### src/rtl/ay_sched.sv
// AY bus scheduler: CPU pass-through port plus queued register writes.
// Build option AY_SCHED_RESTORE_EN adds a RESTORE phase that rewrites the CPU's last address.
module ay_sched #(
  parameter int DEPTH_LOG2 = 2
) (
  input  logic       clk,
  input  logic       reset,
  input  logic       ce,
  input  logic       cpu_wr,
  input  logic       cpu_rd,
  input  logic       cpu_addr,
  input  logic [7:0] cpu_di,
  output logic [7:0] cpu_do,
  output logic       cpu_busy,
  input  logic       q_wr,
  input  logic [3:0] q_reg,
  input  logic [7:0] q_val,
  output logic       q_full,
  output logic       q_empty,
  output logic       q_ovf,
  output logic       ay_address,
  output logic [7:0] ay_data,
  output logic       ay_wren,
  output logic       ay_rden,
  input  logic [7:0] ay_q
);

  localparam int DEPTH = 1 << DEPTH_LOG2;
  localparam logic [DEPTH_LOG2:0] FULL_CNT = {1'b1, {DEPTH_LOG2{1'b0}}};

  typedef enum logic [2:0] {
    IDLE,
    CPU_OP,
    Q_ADDR,
    Q_DATA
`ifdef AY_SCHED_RESTORE_EN
    , RESTORE
`endif
  } state_t;

  state_t state, state_nx;

  logic       pend_addr;
  logic       pend_rd;
  logic [7:0] pend_di;
  logic       strobe;

  logic [3:0]            fifo_reg [DEPTH];
  logic [7:0]            fifo_val [DEPTH];
  logic [DEPTH_LOG2-1:0] wp, rp;
  logic [DEPTH_LOG2:0]   cnt;
  logic                  push, pop;

  logic       hold_addr;
  logic [7:0] hold_data;
  logic       cpu_done;

`ifdef AY_SCHED_RESTORE_EN
  logic [7:0] shadow;
`endif

  assign strobe   = (cpu_wr | cpu_rd) & ~cpu_busy;
  assign q_full   = (cnt == FULL_CNT);
  assign q_empty  = (cnt == '0);
  assign pop      = ce && (state == Q_DATA);
  assign push     = q_wr && (!q_full || pop);
  assign cpu_done = ce && (state == CPU_OP);

  // Next phase: only advances on ce; CPU (pending or arriving) beats the queue.
  always_comb begin
    state_nx = state;
    if (ce) begin
      unique case (state)
        IDLE: begin
          if (cpu_busy || strobe) state_nx = CPU_OP;
          else if (!q_empty)      state_nx = Q_ADDR;
        end
        CPU_OP: state_nx = IDLE;
        Q_ADDR: state_nx = Q_DATA;
`ifdef AY_SCHED_RESTORE_EN
        Q_DATA:  state_nx = RESTORE;
        RESTORE: state_nx = IDLE;
`else
        Q_DATA:  state_nx = IDLE;
`endif
        default: state_nx = IDLE;
      endcase
    end
  end

  // Bus drive: phase values held until the next ce, strobes only on ce.
  always_comb begin
    ay_address = hold_addr;
    ay_data    = hold_data;
    ay_wren    = 1'b0;
    ay_rden    = 1'b0;
    unique case (state)
      CPU_OP: begin
        ay_address = pend_addr;
        ay_data    = pend_di;
        ay_wren    = ce & ~pend_rd;
        ay_rden    = ce & pend_rd;
      end
      Q_ADDR: begin
        ay_address = 1'b1;
        ay_data    = {4'b0, fifo_reg[rp]};
        ay_wren    = ce;
      end
      Q_DATA: begin
        ay_address = 1'b0;
        ay_data    = fifo_val[rp];
        ay_wren    = ce;
      end
`ifdef AY_SCHED_RESTORE_EN
      RESTORE: begin
        ay_address = 1'b1;
        ay_data    = shadow;
        ay_wren    = ce;
      end
`endif
      default: ;
    endcase
  end

  // Phase register.
  always_ff @(posedge clk or posedge reset) begin
    if (reset) state <= IDLE;
    else       state <= state_nx;
  end

  // CPU slot: latch one access, release it once issued on the bus.
  always_ff @(posedge clk or posedge reset) begin
    if (reset) begin
      cpu_busy  <= 1'b0;
      pend_addr <= 1'b0;
      pend_rd   <= 1'b0;
      pend_di   <= '0;
      cpu_do    <= '0;
    end else begin
      if (cpu_done) begin
        cpu_busy <= 1'b0;
        if (pend_rd) cpu_do <= ay_q;
      end else if (strobe) begin
        cpu_busy  <= 1'b1;
        pend_addr <= cpu_addr;
        pend_rd   <= cpu_rd;
        pend_di   <= cpu_di;
      end
    end
  end

  // Bus hold values and CPU address shadow, captured as each phase issues.
  always_ff @(posedge clk or posedge reset) begin
    if (reset) begin
      hold_addr <= 1'b0;
      hold_data <= '0;
`ifdef AY_SCHED_RESTORE_EN
      shadow    <= '0;
`endif
    end else if (ce && state != IDLE) begin
      hold_addr <= ay_address;
      hold_data <= ay_data;
`ifdef AY_SCHED_RESTORE_EN
      if (state == CPU_OP && !pend_rd && pend_addr) shadow <= pend_di;
`endif
    end
  end

  // Queue storage; only occupied slots are read so no reset needed.
  always_ff @(posedge clk) begin
    if (push) begin
      fifo_reg[wp] <= q_reg;
      fifo_val[wp] <= q_val;
    end
  end

  // Queue pointers, occupancy and sticky overflow.
  always_ff @(posedge clk or posedge reset) begin
    if (reset) begin
      wp    <= '0;
      rp    <= '0;
      cnt   <= '0;
      q_ovf <= 1'b0;
    end else begin
      if (push) wp <= wp + 1'b1;
      if (pop)  rp <= rp + 1'b1;
      if (push && !pop)      cnt <= cnt + 1'b1;
      else if (pop && !push) cnt <= cnt - 1'b1;
      if (q_wr && !push) q_ovf <= 1'b1;
    end
  end

endmodule
### config.mk
export PLATFORM = sky130hd
export DESIGN_NAME = ay_sched
export DESIGN_NICKNAME = d
export VERILOG_FILES = /design/src/rtl/ay_sched.sv
export SDC_FILE = /design/constraint.sdc
export NUM_CORES = 1
export LEC_CHECK = 0
export BUFFER_PORTS_ARGS = -buffer_cell sky130_fd_sc_hd__buf_2
export CORE_ASPECT_RATIO = 1.5
export CORE_UTILIZATION = 45
export DETAILED_ROUTE_END_ITERATION = 10
export HOLD_SLACK_MARGIN = 0.1
export PLACE_DENSITY = 0.73
export SLEW_MARGIN = 20
export SYNTH_ARGS = -nofsm -noshare
export SYNTH_HDL_FRONTEND = slang
export SYNTH_SLANG_ARGS = --single-unit
### constraint.sdc
create_clock -name clk -period 1.9 [get_ports clk]
set_input_delay 0.095 -clock clk [delete_from_list [all_inputs] [get_ports clk]]
set_output_delay 0.095 -clock clk [all_outputs]
set_load 0.01 [all_outputs]
## Word-level counts from Yosys, hierarchy flattened

Memory sizes are Yosys's and may differ from the RTL's.
Index checks and enable logic that the tools add are counted.

| storage, ports and cells | value |
|---|---|
| register bits after elaboration | 39 |
| memories | 2 |
| bits of input ports | 35 |
| output and inout port bits | 23 |
| memory bits (writable) | 48 |
| logic and storage cells | 64 |

| operators by class | value |
|---|---|
| $add $sub $neg | 4 |
| reductions and logical operators | 21 |
| equal/unequal tests | 5 |
| bitwise logic cells | 7 |
| mux-type cells | 13 |

Memory list:

| memory | words | bits a word | read ports | clocked after Yosys merged registers in | write ports | RTL line | source |
|---|---|---|---|---|---|---|---|
| fifo_val | 4 | 8 | 1 | 0 | 1 | 49 | `logic [7:0] fifo_val [DEPTH];` |
| fifo_reg | 4 | 4 | 1 | 0 | 1 | 48 | `logic [3:0] fifo_reg [DEPTH];` |

Operators with widths:

| operator | number |
|---|---|
| $pmux W8 S3 | 1 |
| $mux W3 | 4 |
| $logic_and A1 B1 Y1 | 7 |
| $eq A3 B2 Y1 const B | 2 |
| $logic_not A3 Y1 | 2 |
| $pmux W3 S2 | 1 |
| $reduce_and A2 Y1 | 3 |
| $mux W1 | 5 |
| $add A2 B1 Y2 const B | 2 |
| $reduce_bool A2 Y1 | 2 |
| $add A3 B1 Y3 const B | 1 |
| $and A1 B1 Y1 | 3 |
| $eq A3 B1 Y1 const B | 1 |
| $eq A3 B3 Y1 const B | 1 |
| $logic_not A1 Y1 | 3 |
| $ne A3 B3 Y1 const B | 1 |
| $not A1 Y1 | 3 |
| $pmux W1 S3 | 1 |
| $reduce_bool A3 Y1 | 1 |
| $sub A3 B1 Y3 const B | 1 |
| $logic_or A1 B1 Y1 | 2 |
| $pmux W1 S2 | 1 |
| $reduce_or A2 Y1 | 1 |
| $or A1 B1 Y1 | 1 |

## Depth between registers and ports, before layout

Gate-level depths: netlist of run 1.

| depth | value |
|---|---|
| word-level depth | 8 |
| gate-level depth with buffers | 9 |
| mapped depth without buffers | 8 |

## Worst setup path before layout of run 1

No wires, ideal clock.

| timing path | value |
|---|---|
| path type | reg-to-reg |
| start | reg cnt[0] |
| end | reg cnt[1] |
| data arrival time | 2,056 ps |
| cell stages (with the launch flop) | 7 |
| clock period less this slack | 2,181 ps |
| library setup time | 125 ps |
| data required time | 1,775 ps |
| setup slack | -281 ps |
| path buffers | 0 |
| path through | dfrtp_1 -> nor3b_1 -> a21boi_2 -> ha_1 -> inv_1 -> fa_1 -> mux2_2 |

| between the ends | value |
|---|---|
| longest elaborated chain between the ends | 7 |
| elaborated cells between the ends (all ways) | 12 |
| classes of those cells | 2 x add/sub; 1 x eq/ne; 2 x mux; 7 x reduce/logical |

Ends and longest elaborated chain:

| what | RTL line | source |
|---|---|---|
| from (decl) | 51 | `logic [DEPTH_LOG2:0] cnt;` |
| from (signal assigned) | 187 | `if (push && !pop) cnt <= cnt + 1'b1;` |
| from (signal assigned) | 188 | `else if (pop && !push) cnt <= cnt - 1'b1;` |
| $eq A3 B3 Y1 * | 63 | `assign q_full = (cnt == FULL_CNT);` |
| via q_full | 18 | `output logic q_full,` |
| $logic_not A1 Y1 * | 66 | `assign push = q_wr && (!q_full \|\| pop);` |
| $logic_or A1 B1 Y1 * | 66 |  |
| $logic_and A1 B1 Y1 * | 66 |  |
| via push | 52 | `logic push, pop;` |
| $logic_not A1 Y1 | 188 |  |
| $logic_and A1 B1 Y1 | 188 |  |
| $reduce_bool A2 Y1 (no source line) | -- |  |

The timed path passes the listed nets; every way through them passes the cells marked *. The select of a mux whose other input is x is not followed.
A chain may end at the register's enable or synchronous reset.

## Worst setup path after layout of run 1

| timing path | value |
|---|---|
| start | reg state[0] |
| end | out ay_data[7] |

| between the ends | value |
|---|---|
| longest elaborated chain between the ends | 2 |
| elaborated cells between the ends (all ways) | 4 |
| classes of those cells | 3 x eq/ne; 1 x mux |

Ends and longest elaborated chain:

| what | RTL line | source |
|---|---|---|
| from (decl) | 41 | `state_t state, state_nx;` |
| from (signal assigned) | 128 | `else state <= state_nx;` |
| $eq A3 B2 Y1 / $eq A3 B1 Y1 (equally long branches) | 97 | `unique case (state)` |
| $pmux W8 S3 * | 97 |  |
| to (decl) | 22 | `output logic [7:0] ay_data,` |

Mark *: on every way between the ends. The rest lies on a longest branch, timed or not.

==> out/results.tsv, run 1 <==
metric	value	unit
status	finished with violations	
violations	setup timing	
final_max_slew_viol_count	0	
cts_sinks	86	
max_slew_margin	57.9	%
setup_violations	7	
drt-total-wl	7530	um
synth-seq-cells	86	
r2r-start	state[0]	
synth_edf_count	48	
die_area	8500	sq um
rr_worst_depth	5	
io-pin-count	58	
min_path_type	in2reg	
cp_max_fo	18	
overflow	0	
seq_area_frac_synth	65.4	%
seqPwrFrac	42.5	%
clock.fmax	518	MHz
fp.dieH	112	um
placedInstanceArea	4160	sq um
ir_drop	0.000637	V
syn_inst	243	
required	1800	ps
regToRegSetupSlack	60	ps
clk_pin_slew_worst_paths	60	ps
syn_area_per_cell	15.1	sq um
largest_register_ffs	32	
insertion_delay	340	ps
multi_input_area	1290	sq um
period_needed	1930	ps
p_per_area	1330	nW/um^2
grt_max_degree	39	
seq_area	2390	sq um
core	7760	sq um
p_sw_share	30.3	%
clockPowerShare	25.6	%
rows	39	
clock-root-buffer	clkbuf_16	
wire_per_inst	16.2	um
clk_path_buf_depth	2	
yosysMostFrequentCell	edfxtp_1	
hold_path_end	state[0]	
cts_buffers	9	
synth_top_area_share	39.4	%
viasPerCell	5.27	
critPathKind	reg2out	
place_congestion	0.805	
htree_levels	3	
syn-cell-area	3660	sq um
hold_start	cpu_wr	
antenna_found_initial	0	
netlist-cell-type-count	44	
period_share	102	%
synthTopCellsByArea	edfxtp_1, dfrtp_1, mux2_2	
rsz0062_at_grt	true	
syn2layout_area_growth	36.5	%
synth_flop_cell	edfxtp_1	
synth_nets	284	
drv_cap	0	
final_cell_area	4990	sq um
pwr-share-comb	31.9	%
setup_slack	-28.7	ps
cts_tree	built	
dpl.hpwl	4750	um
drive_gt1_share	42.7	%
die_x	75.6	um
grt_pass1_vias	2478	
dr.pass1.iters	4	
grt.total_usage	19.6	%
p_leak	2.04	nW
tightest_slew	632	ps
finalHoldViolations	0	
r2r-end	fifo_val[3][7]	
arrival	1830	ps
vias	2451	
nFillCells	536	
pre_cts_slack	-5.40	ps
post-route-drc-count	0	
yosysTopAreaCell	edfxtp_1	
initial_utilization	47.2	%
intPower	4.65	mW
async_reset_ff_share	44.2	%
start_kind	flip-flop	
antenna_cells	0	
whs_path_depth	3	
total_power	6.66	mW
portBuffers	57	
synthesis.yosys.warnings	0	
ant_nets	0	
first_iter_violations	143	
clock_skew	5.42	ps
p_switching	2.02	mW
synth_common_cells	edfxtp_1, dfrtp_1, mux2_2	
layout.nets	399	
setup.worst_path.end_class	output port	
grt_first_pass_wirelength	11700	um
-- layout by cell type (no fill, tap or decap), types with 2 or more instances in the layout --
cell and n:
o31ai_1 3, a21oi_1 3, o41ai_1 3, a211oi_2 4, o221ai_1 2, edfxtp_1 48, a21oi_2 2, buf_2 57
xnor2_1 4, o22ai_2 4, nor3_1 3, xor2_1 2, ha_1 4, nor4_2 2, clkinvlp_4 2, mux2i_1 9
inv_1 12, mux4_2 4, nand4_1 2, buf_6 2, nor2_1 4, a21o_1 4, o221ai_2 2, nand3b_1 7
nand2_1 5, and2_1 3, buf_4 24, nor2b_1 3, dfrtp_1 36, nand2b_1 3, mux2_2 25, clkbuf_16 9
a22o_1 4, dfrtp_2 2, dlygate4sd3_1 33
-- per-stage QoR --
step	setup TNS, ps	utilization (%)	std cells	hold slack, ps
detailed placement	-5.40	53.7	404	243
floorplan	-10.7	-	243	194
finish	-109	64.3	465	128
global placement	0	53.7	404	234
global route	-655	64.3	465	167
CTS	-58.0	63.2	461	107
-- logic make-up (layout without fill, tap and decap cells) --
group                      after synthesis  after routing  synth area share, %
AOI/OAI and AO/OA                       39             39                 8.31
xor gates and xnor gates                 6              6                 1.44
adders and majority gates                6              6                 2.26
buffers and inverters                   25            145                 3.01
DFF                                     86             86                 65.4
muxes                                   39             39                 12.9
and+or+nand+nor                         42             42                 6.70
-- worst max path at each step --
| stage | end | startpoint | depth (start not counted) | slack [ps] |
|---|---|---|---|---|
| after floorplan | cnt[1] | cnt[1] | 6 | -10 |
| after global placement | cnt[1] | cnt[1] | 6 | 100 |
| after detailed placement | cnt[1] | cnt[1] | 6 | -5 |
| after CTS | ay_data[0] | rp[0] | 4 | -30 |
| after global routing | ay_data[4] | state[1] | 6 | -110 |
| final | ay_data[7] | state[0] | 6 | -30 |
-- cell type report --
class,count,area share (%)
Sequential cell,86,48.0
Multi-Input combinational cell,132,25.9
Timing Repair Buffer,117,16.8
Clock buffer,10,4.59
Tap cell,102,2.56
Clock inverter,6,1.25
Inverter,12,0.902
-- worst max-delay path: stages (launching register included) --
cell,delay (ps)
dfrtp_1,370
buf_4,180
buf_6,200
nand3b_1,210
o221ai_2,270
a21o_1,130
buf_2,130
-- metal layers --
layer | vias to the layer above | wire length (um) | GRT usage, % | part of all wire (%)
met5 | - | 0 | 0 | 0
met4 | 0 | 393 | 14.3 | 5.2
met3 | 24 | 245 | 4.49 | 3.3
met2 | 67 | 3860 | 32.9 | 51
met1 | 1213 | 3040 | 20.6 | 40
li1 | 1147 | - | - | -
-- power by group through the flow --
stage | Clock (mW) | Sequential, mW | Combinational (mW)
2_1_floorplan | 0 | 2.82 | 1.23
3_3_place_gp | 0 | 2.85 | 1.79
3_5_place_dp | 0 | 2.87 | 1.83
4_1_cts | 1.75 | 2.83 | 2.02
5_1_grt | 1.82 | 2.89 | 2.31
6_report | 1.71 | 2.83 | 2.12
-- repair_timing --
item | 4_1_cts | 5_1_grt
resized for setup | 13 | 13
buffers inserted | 8 | 4
endpoints found under the setup margin | 10 | 47
hold buffers | 33 | 0
pin swaps | 7 | 7
hold endpoints to repair | 105 | 0
No activity file was read; power rests on OpenSTA's default activity.
==> run 2, diff against run 1 <==
Settings changed: GPL_TIMING_DRIVEN set to 0, HOLD_SLACK_MARGIN 0.1 to not set.
==> run 2 against run 1 <==
Effect of this change: the run still ends with setup timing left; worst hold slack got worse by 120 ps; flip-flop and latch count unchanged; non-clock buffer count decreased by 1; highest routed layer unchanged; total power increased by 0.42%; global-route usage decreased by 0.12 points; maximum frequency decreased by 1.6%.
==> out/results.tsv, run 2 (synthesis gave the netlist of run 1 again) <==
metric	value	unit
status	finished with violations	
violations	setup timing	
grt_max_degree	22	
period_needed	1960	ps
crit_slowest_cell	mux4_2	
clk_path_buf_depth	2	
clock.fmax	510	MHz
pre_cts_slack	-187	ps
p_leak	2.05	nW
crit_buf_inv	2	
finalHoldViolations	0	
vias	2486	
rsz0062_at_grt	true	
final_util	64.8	%
clk_pin_slew_worst_paths	60	ps
arrival	1860	ps
io-pin-count	58	
start_kind	flip-flop	
crit_family	multiplexers	
dr.pass1.iters	4	
die_area	8500	sq um
cts_sinks	86	
drv_cap	0	
drive_gt1_share	45.3	%
portBuffers	57	
regToRegSetupSlack	50	ps
wire_per_inst	17.0	um
post-route-drc-count	0	
nFillCells	523	
antenna_cells	0	
min_path_type	in2reg	
critPathKind	reg2out	
fp.dieH	112	um
clock_skew	3.70	ps
layout.nets	398	
grt_pass1_vias	2591	
dpl.hpwl	4920	um
first_iter_violations	169	
overflow	0	
setup.worst_path.end_class	output port	
final_max_slew_viol_count	0	
required	1800	ps
largest_register_ffs	32	
cts_buffers	9	
initial_utilization	47.2	%
rows	39	
setup_slack	-59.1	ps
viasPerCell	5.36	
syn2layout_area_growth	37.5	%
p_per_area	1330	nW/um^2
drt-total-wl	7890	um
place_congestion	0.856	
layout.cells.most_common	buf_2	
ir_drop	0.000704	V
cp_max_fo	9	
period_share	103	%
clock-root-buffer	clkbuf_16	
crit_chain	buf_6 -> mux4_2 -> mux2i_1 -> a21oi_1 -> buf_2	
die_x	75.6	um
htree_levels	3	
ant_nets	0	
final_cell_mix	buf_2, edfxtp_1, dfrtp_1	
whs	8.88	ps
cpPeakStageDelay	540	ps
insertion_delay	340	ps
tightest_slew	515	ps
setup_violations	3	
cts_tree	built	
core	7760	sq um
max_slew_margin	65.7	%
grt.total_usage	19.5	%
antenna_found_initial	0	
grt_first_pass_wirelength	12000	um
total_power	6.69	mW
==> run 2: cell count changes in the layout (fill, tap and decap cells not counted), sizes merged <==
cell / delta
dlygate4sd3: -5
bufinv: -1
clkbuf: +3
buf: +1
clkinv: -1
inv: +2
==> run 2: what timing repair did <==
item                       in CTS  in global routing
setup endpoints to repair      25                 59
hold endpoints to repair       80                  0
hold buffers                   28                  0
cloned                          0                  0
pin swaps                       9                  9
gates resized for setup        22                 35
setup buffers                   7                 10
==> run 2: where the power goes <==
| group | total, mW | leakage, nW | internal (mW) | switching [mW] |
|---|---|---|---|---|
| logic | 2.25 | 1.03 | 1.15 | 1.10 |
| clock network | 1.61 | 0.129 | 0.894 | 0.721 |
| registers | 2.82 | 0.887 | 2.55 | 0.272 |
==> run 2: final cells by class <==
class / instances / area (sq um) / share of cell area, %
Tap cell: 102 / 128 / 2.54
Clock buffer: 10 / 229 / 4.55
Sequential cell: 86 / 2390 / 47.6
Multi-Input combinational cell: 132 / 1320 / 26.2
Timing Repair Buffer: 103 / 737 / 14.7
Inverter: 12 / 45.0 / 0.896
Clock inverter: 6 / 46.3 / 0.920
Buffer: 13 / 130 / 2.59
==> run 2: path summary, 6_finish.rpt <==
path / startpoint / to / depth (start not counted)
min: cpu_di[4] / pend_di[4] / 2
max reg2reg: cnt[1] / cnt[1] / 6
max in group asynchronous: reset / pend_di[5] / 4
min in group asynchronous: reset / cnt[0] / 3
max: rp[0] / ay_data[0] / 5
min reg2reg: hold_data[3] / hold_data[3] / 2
==> run 2: through the flow <==
step	instances	TNS [ps]	area, sq um
after floorplan	243	-10.7	3690
after global placement	402	-231	4110
after detailed placement	403	-436	4130
after CTS	454	-140	4830
after global routing	464	-482	5030
final	464	-161	5030
==> run 2: per-layer routing <==
| layer | track usage (%) | wire length (um) |
|---|---|---|
| met4 | 12.2 | 249 |
| met5 | 0 | 0 |
| met3 | 3.23 | 277 |
| met1 | 21.5 | 3130 |
| met2 | 33.5 | 4240 |
